**config.mk**
```make
export PLATFORM = sky130hd
export DESIGN_NAME = imm_extend_pipe
export DESIGN_NICKNAME = d
export VERILOG_FILES = /design/src/rtl/imm_ext_pkg.sv /design/src/rtl/pipe_slice.sv /design/src/rtl/imm_extend_pipe.sv
export SDC_FILE = /design/constraint.sdc
export NUM_CORES = 1
export LEC_CHECK = 0
export ABC_AREA = 0
export CAP_MARGIN = 10
export CELL_PAD_IN_SITES_DETAIL_PLACEMENT = 0
export CELL_PAD_IN_SITES_GLOBAL_PLACEMENT = 1
export CORE_MARGIN = 3
export CORE_UTILIZATION = 30
export DETAILED_ROUTE_END_ITERATION = 12
export MAX_ROUTING_LAYER = met4
export PLACE_DENSITY = 0.71
export SETUP_SLACK_MARGIN = 0.02
export SYNTH_ARGS = -nofsm -noshare
export SYNTH_HDL_FRONTEND = slang
export SYNTH_SLANG_ARGS = --single-unit
```
**constraint.sdc**
```tcl
create_clock -name clk -period 1.8 [get_ports clk]
set_input_delay 0.18 -clock clk [delete_from_list [all_inputs] [get_ports clk]]
set_output_delay 0.18 -clock clk [all_outputs]
set_load 0.02 [all_outputs]
```
**src/rtl/imm_ext_pkg.sv**
```systemverilog
// Shared types and constants for the pipelined immediate generator.
// Format modes, field widths and shift amounts per mode.
package imm_ext_pkg;

    typedef enum logic [1:0] {
        SIMM13 = 2'd0,
        DISP22 = 2'd1,
        DISP30 = 2'd2,
        IMM22  = 2'd3
    } imm_mode_e;

    localparam int SIMM13_W = 13;
    localparam int DISP22_W = 22;
    localparam int DISP30_W = 30;
    localparam int IMM22_W  = 22;

    localparam int SIMM13_SH = 0;
    localparam int DISP22_SH = 2;
    localparam int DISP30_SH = 2;
    localparam int IMM22_SH  = 10;

    localparam int FIELD_MAX_W = 30;

    function automatic int field_w(input imm_mode_e m);
        int w;
        w = SIMM13_W;
        unique case (m)
            SIMM13: w = SIMM13_W;
            DISP22: w = DISP22_W;
            DISP30: w = DISP30_W;
            IMM22:  w = IMM22_W;
        endcase
        return w;
    endfunction

endpackage

```
**src/rtl/pipe_slice.sv**
```systemverilog
// Generic valid/ready register slice with asynchronous active-high reset.
// Loads whenever it is empty or its contents drain in the same cycle.
module pipe_slice #(
    parameter int W = 8
) (
    input  logic         clk,
    input  logic         rst,
    input  logic         in_valid,
    output logic         in_ready,
    input  logic [W-1:0] in_data,
    output logic         out_valid,
    input  logic         out_ready,
    output logic [W-1:0] out_data
);

    logic         v_q;
    logic         v_d;
    logic [W-1:0] data_q;
    logic [W-1:0] data_d;
    logic         load;

    assign in_ready  = !v_q || out_ready;
    assign load      = in_valid && in_ready;
    assign out_valid = v_q;
    assign out_data  = data_q;

    always_comb begin
        v_d    = v_q;
        data_d = data_q;
        if (load) begin
            v_d    = 1'b1;
            data_d = in_data;
        end else if (out_ready) begin
            v_d = 1'b0;
        end
    end

    always_ff @(posedge clk or posedge rst) begin
        if (rst) begin
            v_q    <= 1'b0;
            data_q <= '0;
        end else begin
            v_q    <= v_d;
            data_q <= data_d;
        end
    end

endmodule

```
**src/rtl/imm_extend_pipe.sv**
```systemverilog
// Two-stage immediate generator: S1 captures the field, S2 extends/shifts.
// Define IMM_EXT_ERRCHK_EN to flag non-zero input bits above the field.
module imm_extend_pipe
    import imm_ext_pkg::*;
#(
    parameter int IN_W  = 30,
    parameter int OUT_W = 32
) (
    input  logic             clk,
    input  logic             rst,
    input  logic             in_valid,
    output logic             in_ready,
    input  logic [IN_W-1:0]  in_imm,
    input  logic [1:0]       in_mode,
    output logic             out_valid,
    input  logic             out_ready,
    output logic [OUT_W-1:0] out_data,
    output logic             out_err
);

    localparam int XW   = OUT_W + 2;
    localparam int S1_W = FIELD_MAX_W + 2 + 1;
    localparam int S2_W = OUT_W + 1;

    imm_mode_e                in_mode_e;
    logic [FIELD_MAX_W-1:0]   s1_field_d;
    logic                     s1_err_d;
    logic [S1_W-1:0]          s1_in;

    logic                     s1_valid;
    logic                     s1_ready;
    logic [S1_W-1:0]          s1_out;

    logic [FIELD_MAX_W-1:0]   s1_field_q;
    imm_mode_e                s1_mode_q;
    logic                     s1_err_q;

    logic [XW-1:0]            ext;
    logic [OUT_W-1:0]         s2_res_d;
    logic [S2_W-1:0]          s2_in;
    logic [S2_W-1:0]          s2_out;
    logic                     s2_valid;
    logic                     s2_err_q;
    logic                     unused_hi;

    assign in_mode_e = imm_mode_e'(in_mode);

    // Only the mode's field bits travel; anything above is dropped here.
    always_comb begin
        s1_field_d = '0;
        unique case (in_mode_e)
            SIMM13: s1_field_d[SIMM13_W-1:0] = in_imm[SIMM13_W-1:0];
            DISP22: s1_field_d[DISP22_W-1:0] = in_imm[DISP22_W-1:0];
            DISP30: s1_field_d[DISP30_W-1:0] = in_imm[DISP30_W-1:0];
            IMM22:  s1_field_d[IMM22_W-1:0]  = in_imm[IMM22_W-1:0];
        endcase
    end

`ifdef IMM_EXT_ERRCHK_EN
    always_comb begin
        s1_err_d = |(in_imm >> field_w(in_mode_e));
    end
`else
    assign s1_err_d = 1'b0;
`endif

    assign s1_in = {s1_err_d, in_mode, s1_field_d};

    pipe_slice #(
        .W(S1_W)
    ) u_s1 (
        .clk       (clk),
        .rst       (rst),
        .in_valid  (in_valid),
        .in_ready  (in_ready),
        .in_data   (s1_in),
        .out_valid (s1_valid),
        .out_ready (s1_ready),
        .out_data  (s1_out)
    );

    assign s1_field_q = s1_out[FIELD_MAX_W-1:0];
    assign s1_mode_q  = imm_mode_e'(s1_out[FIELD_MAX_W+1:FIELD_MAX_W]);
    assign s1_err_q   = s1_out[S1_W-1];

    always_comb begin
        ext = '0;
        unique case (s1_mode_q)
            SIMM13: begin
                ext = {{(XW-SIMM13_W){s1_field_q[SIMM13_W-1]}},
                       s1_field_q[SIMM13_W-1:0]};
                ext = ext << SIMM13_SH;
            end
            DISP22: begin
                ext = {{(XW-DISP22_W){s1_field_q[DISP22_W-1]}},
                       s1_field_q[DISP22_W-1:0]};
                ext = ext << DISP22_SH;
            end
            DISP30: begin
                ext = {{(XW-DISP30_W){s1_field_q[DISP30_W-1]}},
                       s1_field_q[DISP30_W-1:0]};
                ext = ext << DISP30_SH;
            end
            IMM22: begin
                ext = {{(XW-IMM22_W){1'b0}},
                       s1_field_q[IMM22_W-1:0]};
                ext = ext << IMM22_SH;
            end
        endcase
    end

    // Bits beyond OUT_W are intentionally discarded without a flag.
    assign s2_res_d  = ext[OUT_W-1:0];
    assign unused_hi = ^ext[XW-1:OUT_W];
    assign s2_in     = {s1_err_q, s2_res_d};

    pipe_slice #(
        .W(S2_W)
    ) u_s2 (
        .clk       (clk),
        .rst       (rst),
        .in_valid  (s1_valid),
        .in_ready  (s1_ready),
        .in_data   (s2_in),
        .out_valid (s2_valid),
        .out_ready (out_ready),
        .out_data  (s2_out)
    );

    assign s2_err_q  = s2_out[S2_W-1];
    assign out_valid = s2_valid;
    assign out_data  = s2_out[OUT_W-1:0];
    assign out_err   = s2_valid && s2_err_q;

endmodule

```
=== Word-level counts from Yosys, hierarchy flattened ===
Index checks and enable logic that the tools add are counted.

* Word-level logic and storage cells: 30
* Register bits after elaboration: 66
* Input port bits: 36

* Equality and inequality tests: 6
* Muxes and demuxes: 8
* Reduce and logical (&&, ||, !) cells: 12

{| class="wikitable"
|+ Operators with widths
! operator !! number
|-
| 32-bit case mux with 4 select lines || 1
|-
| 13-bit 2-to-1 mux || 1
|-
| 9-bit 2-to-1 mux || 1
|-
| 2-bit equality test, second input constant || 4
|-
| 8-bit 2-to-1 mux || 1
|-
| 2-bit by 1-bit equality test with 1-bit output, second input constant || 2
|-
| 2-bit logical NOT || 2
|-
| 1-bit 2-to-1 mux || 4
|-
| 2-bit nonzero test || 2
|-
| 4-bit OR reduction || 1
|-
| 3-bit OR reduction || 1
|-
| 1-bit logical AND || 2
|-
| 1-bit logical NOT || 2
|-
| 1-bit logical OR || 2
|}

=== Logic depth before layout (Yosys ltp) ===
* Word-level depth: 5
* Depth in mapped cells: 6

=== Hierarchy ===
A second synthesis with hierarchy kept.

* Cells, all modules: 257
* Area total of the unflattened synthesis: 3935.0 sq um

{| class="wikitable"
|+ Modules (own cells, without submodules)
! module !! seq. area each (sq um) !! times used !! cells an instance !! area each (sq um)
|-
| pipe_slice || 850.8 || 2 || 74 || 1431.4
|-
| imm_extend_pipe || 0.0 || 1 || 109 || 1072.3
|}

=== Least setup slack after synthesis ===
Ideal clock, no wire load.

* Path type: register to register
* Start point: register u_s2.v_q, in the netlist u_s2.out_valid
* End point: register u_s2.data_q[12], in the netlist u_s2.out_data[12]
* Stages on the path, launching flop included: 6
* Buffers on the path: 2
* Arrival time: 1.339 ns
* Path slack: 0.340 ns
* Cell sequence: dfrtp_1 nor2b_1 buf_6 a211o_1 buf_6 o22a_1

* Longest elaborated chain between the ends: 3

{| class="wikitable"
|+ RTL lines
! what !! RTL line !! text
|-
| start, declared || pipe_slice.sv:16 || <nowiki>logic v_q;</nowiki>
|-
| start signal, assigned || pipe_slice.sv:43 || <nowiki>v_q <= v_d;</nowiki>
|-
| 1-bit logical NOT || pipe_slice.sv:22 || <nowiki>assign in_ready = !v_q || out_ready;</nowiki>
|-
| 1-bit logical OR || pipe_slice.sv:22 ||
|-
| 1-bit logical AND || pipe_slice.sv:23 || <nowiki>assign load = in_valid && in_ready;</nowiki>
|-
| end signal, assigned || pipe_slice.sv:44 || <nowiki>data_q <= data_d;</nowiki>
|-
| end, declared || pipe_slice.sv:18 || <nowiki>logic [W-1:0] data_q;</nowiki>
|}

No other way between the ends.
A chain may end at the register's enable or synchronous reset.

=== Worst setup path in the final report ===
* Start point: register u_s1.data_q[30], in the netlist u_s1.out_data[30]
* End point: register u_s2.data_q[29], in the netlist u_s2.out_data[29]

* Longest elaborated chain between the ends: 2

{| class="wikitable"
|+ RTL lines
! what !! RTL line !! text
|-
| start, declared || pipe_slice.sv:18 ||
|-
| start signal, assigned || pipe_slice.sv:44 ||
|-
| 2-bit equality test (tied with other cells) || imm_extend_pipe.sv:88 || <nowiki>unique case (s1_mode_q)</nowiki>
|-
| 32-bit case mux with 4 select lines (*) || imm_extend_pipe.sv:88 ||
|}

Every way passes the cells marked *; elsewhere a longest branch is shown, timed or not.

==> reports/metrics.cfg <==
[timing]
min_period_ps=1650
final_max_slew_viol_count=0
holdWs_ps=239
period_share_pct=91.5
tightest_slew_ps=522
grt_setup_unrepaired=no
slew_headroom_pct=65.1
setup_viol=0
hold_violations=0
skew_ps=7.42
timing.fmax_mhz=607
setup_tns_ps=0

[pwr]
p_per_area_nw_per_um2=1170
p_leak_nw=1.89
p_total_mw=4.96
vdd_drop_max_v=0.000459

[route]
vias_per_cell=4.94
initialDrtViolationCount=98
antenna_left=0
drt-total-wl_um=7850
drc=0
num_vias=2361
wire_per_inst_um=16.4
firstDrtPassIters=5

[logic_synthesis]
syn_area_per_cell_sq_um=11.7
ys.flop_type=dfrtp_1
synth_top_area_share_pct=53.3
synth_cell_types=37
yosys_warnings=0
netlist_instances=264
seq_area_frac_synth_pct=53.3
synth_edf_count=0
async_flop_share_pct=100
netlist_area_sq_um=3100
synth_area_leader_cell=dfrtp_1
yosys-top-cells-area=dfrtp_1 (53%), mux2_2 (8.0%), a21oi_1 (6.0%), and4_1 (4.5%), a21o_1 (3.9%)
syn_nets=300
ys_ff_latch=66

[die]
core.rowCount=36
die_area_sq_um=11600
core-area_sq_um=9910
die_h_um=108
die_w_um=108
io_pins=71
start_util_pct=31.2

[cts]
clk_pin_slew_ps=70
cts_tree=built
clk_latency_ps=330
root_buffer=clkbuf_8
holdBufCountCts=0
ctsLongestPathBuffers=2
clkSinkCount=66
h-tree-depth=3
cts_made_buffers=9

[global_routing]
grt-ovfl-total=0
grt_use_total_pct=14.9
gr-max-usage-layer=met2
grt_pass1_wl_um=12900
met3_usage_pct=4.20
antenna_found_initial=0
use_met2_pct=22.6
grt_pass1_vias=2403
grt_max_degree=23
grtUsageMet1_pct=20.3

[worst_setup_path]
crit_arrival_ps=1870
cp.buffers_inverters=2
r2r_start=u_s1.out_data[30]$_DFFE_PP0P_
r2r_slack_ps=150
path_max_fanout=11
critical-path-top-delay-family=flip-flops
required_ps=2020
critPathMaxStageDelay_ps=570
slowest_stage=dfrtp_1
reg2reg_to=u_s2.out_data[29]$_DFFE_PP0P_
critical_path.endpoint_type=register
worstSetupPathType=register to register
startpoint_type=register
reg2reg_depth=5
path_cells=nor2_1 -> buf_4 -> a2111oi_4 -> buf_4 -> a2bb2oi_1
crit_top_cell=buf_4

[layout]
final_area_sq_um=4230
fin_nets=376
diodes=0
final_common_cell=clkdlybuf4s50_1
fillers=988
layout_common_cells=clkdlybuf4s50_1 (68), dfrtp_1 (66), a21oi_1 (37), mux2_2 (22)
drive_above_1_share_pct=18.3
area_growth_pct=36.7

[place]
dp_hpwl_um=5890
place_area_sq_um=4010
gp_congestion=0.807
port_buffers=69

[outcome]
status=complete, no violations

[flow_run]
maxCapViolations=0

[hold_path]
hold_class=input port to asynchronous set/reset pin

## per-stage QoR
stage / setup slack, ps / std cells / utilization [%]
floorplan: 340 / 264 / -
global placement: 64.2 / 462 / 40.5
detailed placement: 20.3 / 462 / 40.5
CTS: 25.3 / 478 / 42.7
global route: 52.0 / 478 / 42.7
finish: 154 / 478 / 42.7
## worst max path at each step
stage	startpoint	end	slack, ps	cells after the start
after floorplan	u_s2.out_valid$_DFFE_PP0P_	u_s2.out_data[12]$_DFFE_PP0P_	340	5
after global placement	out_ready	in_ready	60	3
after detailed placement	out_ready	u_s2.out_data[19]$_DFFE_PP0P_	20	4
after CTS	u_s2.out_valid$_DFFE_PP0P_	in_ready	30	2
after global routing	u_s1.out_data[30]$_DFFE_PP0P_	u_s2.out_data[27]$_DFFE_PP0P_	50	5
final	u_s1.out_data[30]$_DFFE_PP0P_	u_s2.out_data[29]$_DFFE_PP0P_	150	5
## report_power, final
part | internal, mW | switching (mW) | total (mW) | leakage [nW]
registers | 1.77 | 0.249 | 2.02 | 0.787
clock network | 0.813 | 0.544 | 1.36 | 0.109
logic | 0.824 | 0.760 | 1.58 | 0.993
total | 3.41 | 1.55 | 4.96 | 1.89
## timing repair
item / in CTS / in global routing
resized for setup: 0 / 1
setup buffers: 0 / 0
endpoints found under the setup margin: 0 / 1
## flip-flops by register name, summed over array words and instances (netlist names)
signal and flops:
u_s2.out_valid 1, u_s2.out_data 32, u_s1.out_data 32, u_s1.out_valid 1
## Yosys cell counts (2+ instances only)
library cell	number
nand4_1	2
and4_1	16
buf_4	7
nor3_1	2
nand2_1	14
o21ai_0	4
clkbuf_1	6
buf_6	2
buf_2	8
o41ai_1	2
inv_1	2
a22o_1	2
nand2b_1	2
o22a_1	11
mux2_2	22
mux2i_1	10
a21o_1	16
a2bb2oi_1	7
dfrtp_1	66
a21oi_1	37
a22oi_1	8
o22ai_1	2
nor2b_1	2
## logic make-up after synthesis
| logic type | share of synthesized area [%] |
|---|---|
| other | 0.121 |
| DFF | 53.3 |
| and+or+nand+nor | 9.49 |
| buffers and inverters | 4.81 |
| AOI/OAI and AO/OA | 20.4 |
| muxes | 11.2 |
| xor gates and xnor gates | 0.566 |
## metal layers
metal	share of wire, %	routed length [um]	vias up
met1	47	3680	1154
met5	0	0	-
met3	5.2	406	2
met2	48	3750	73
li1	-	-	1132
met4	0.10	8	0
## cell type report
type                    count  area [sq um]  share of cell area, %
clock buffers              11           141                   3.34
clock inverters             5          77.6                   1.83
inverters                   3          15.0                  0.355
multi-input cells         172          1300                   30.6
flip-flops and latches     66          1650                   39.0
well taps                 133           166                   3.93
repair buffers             88           886                   20.9
No activity file was read; power rests on OpenSTA's default activity.
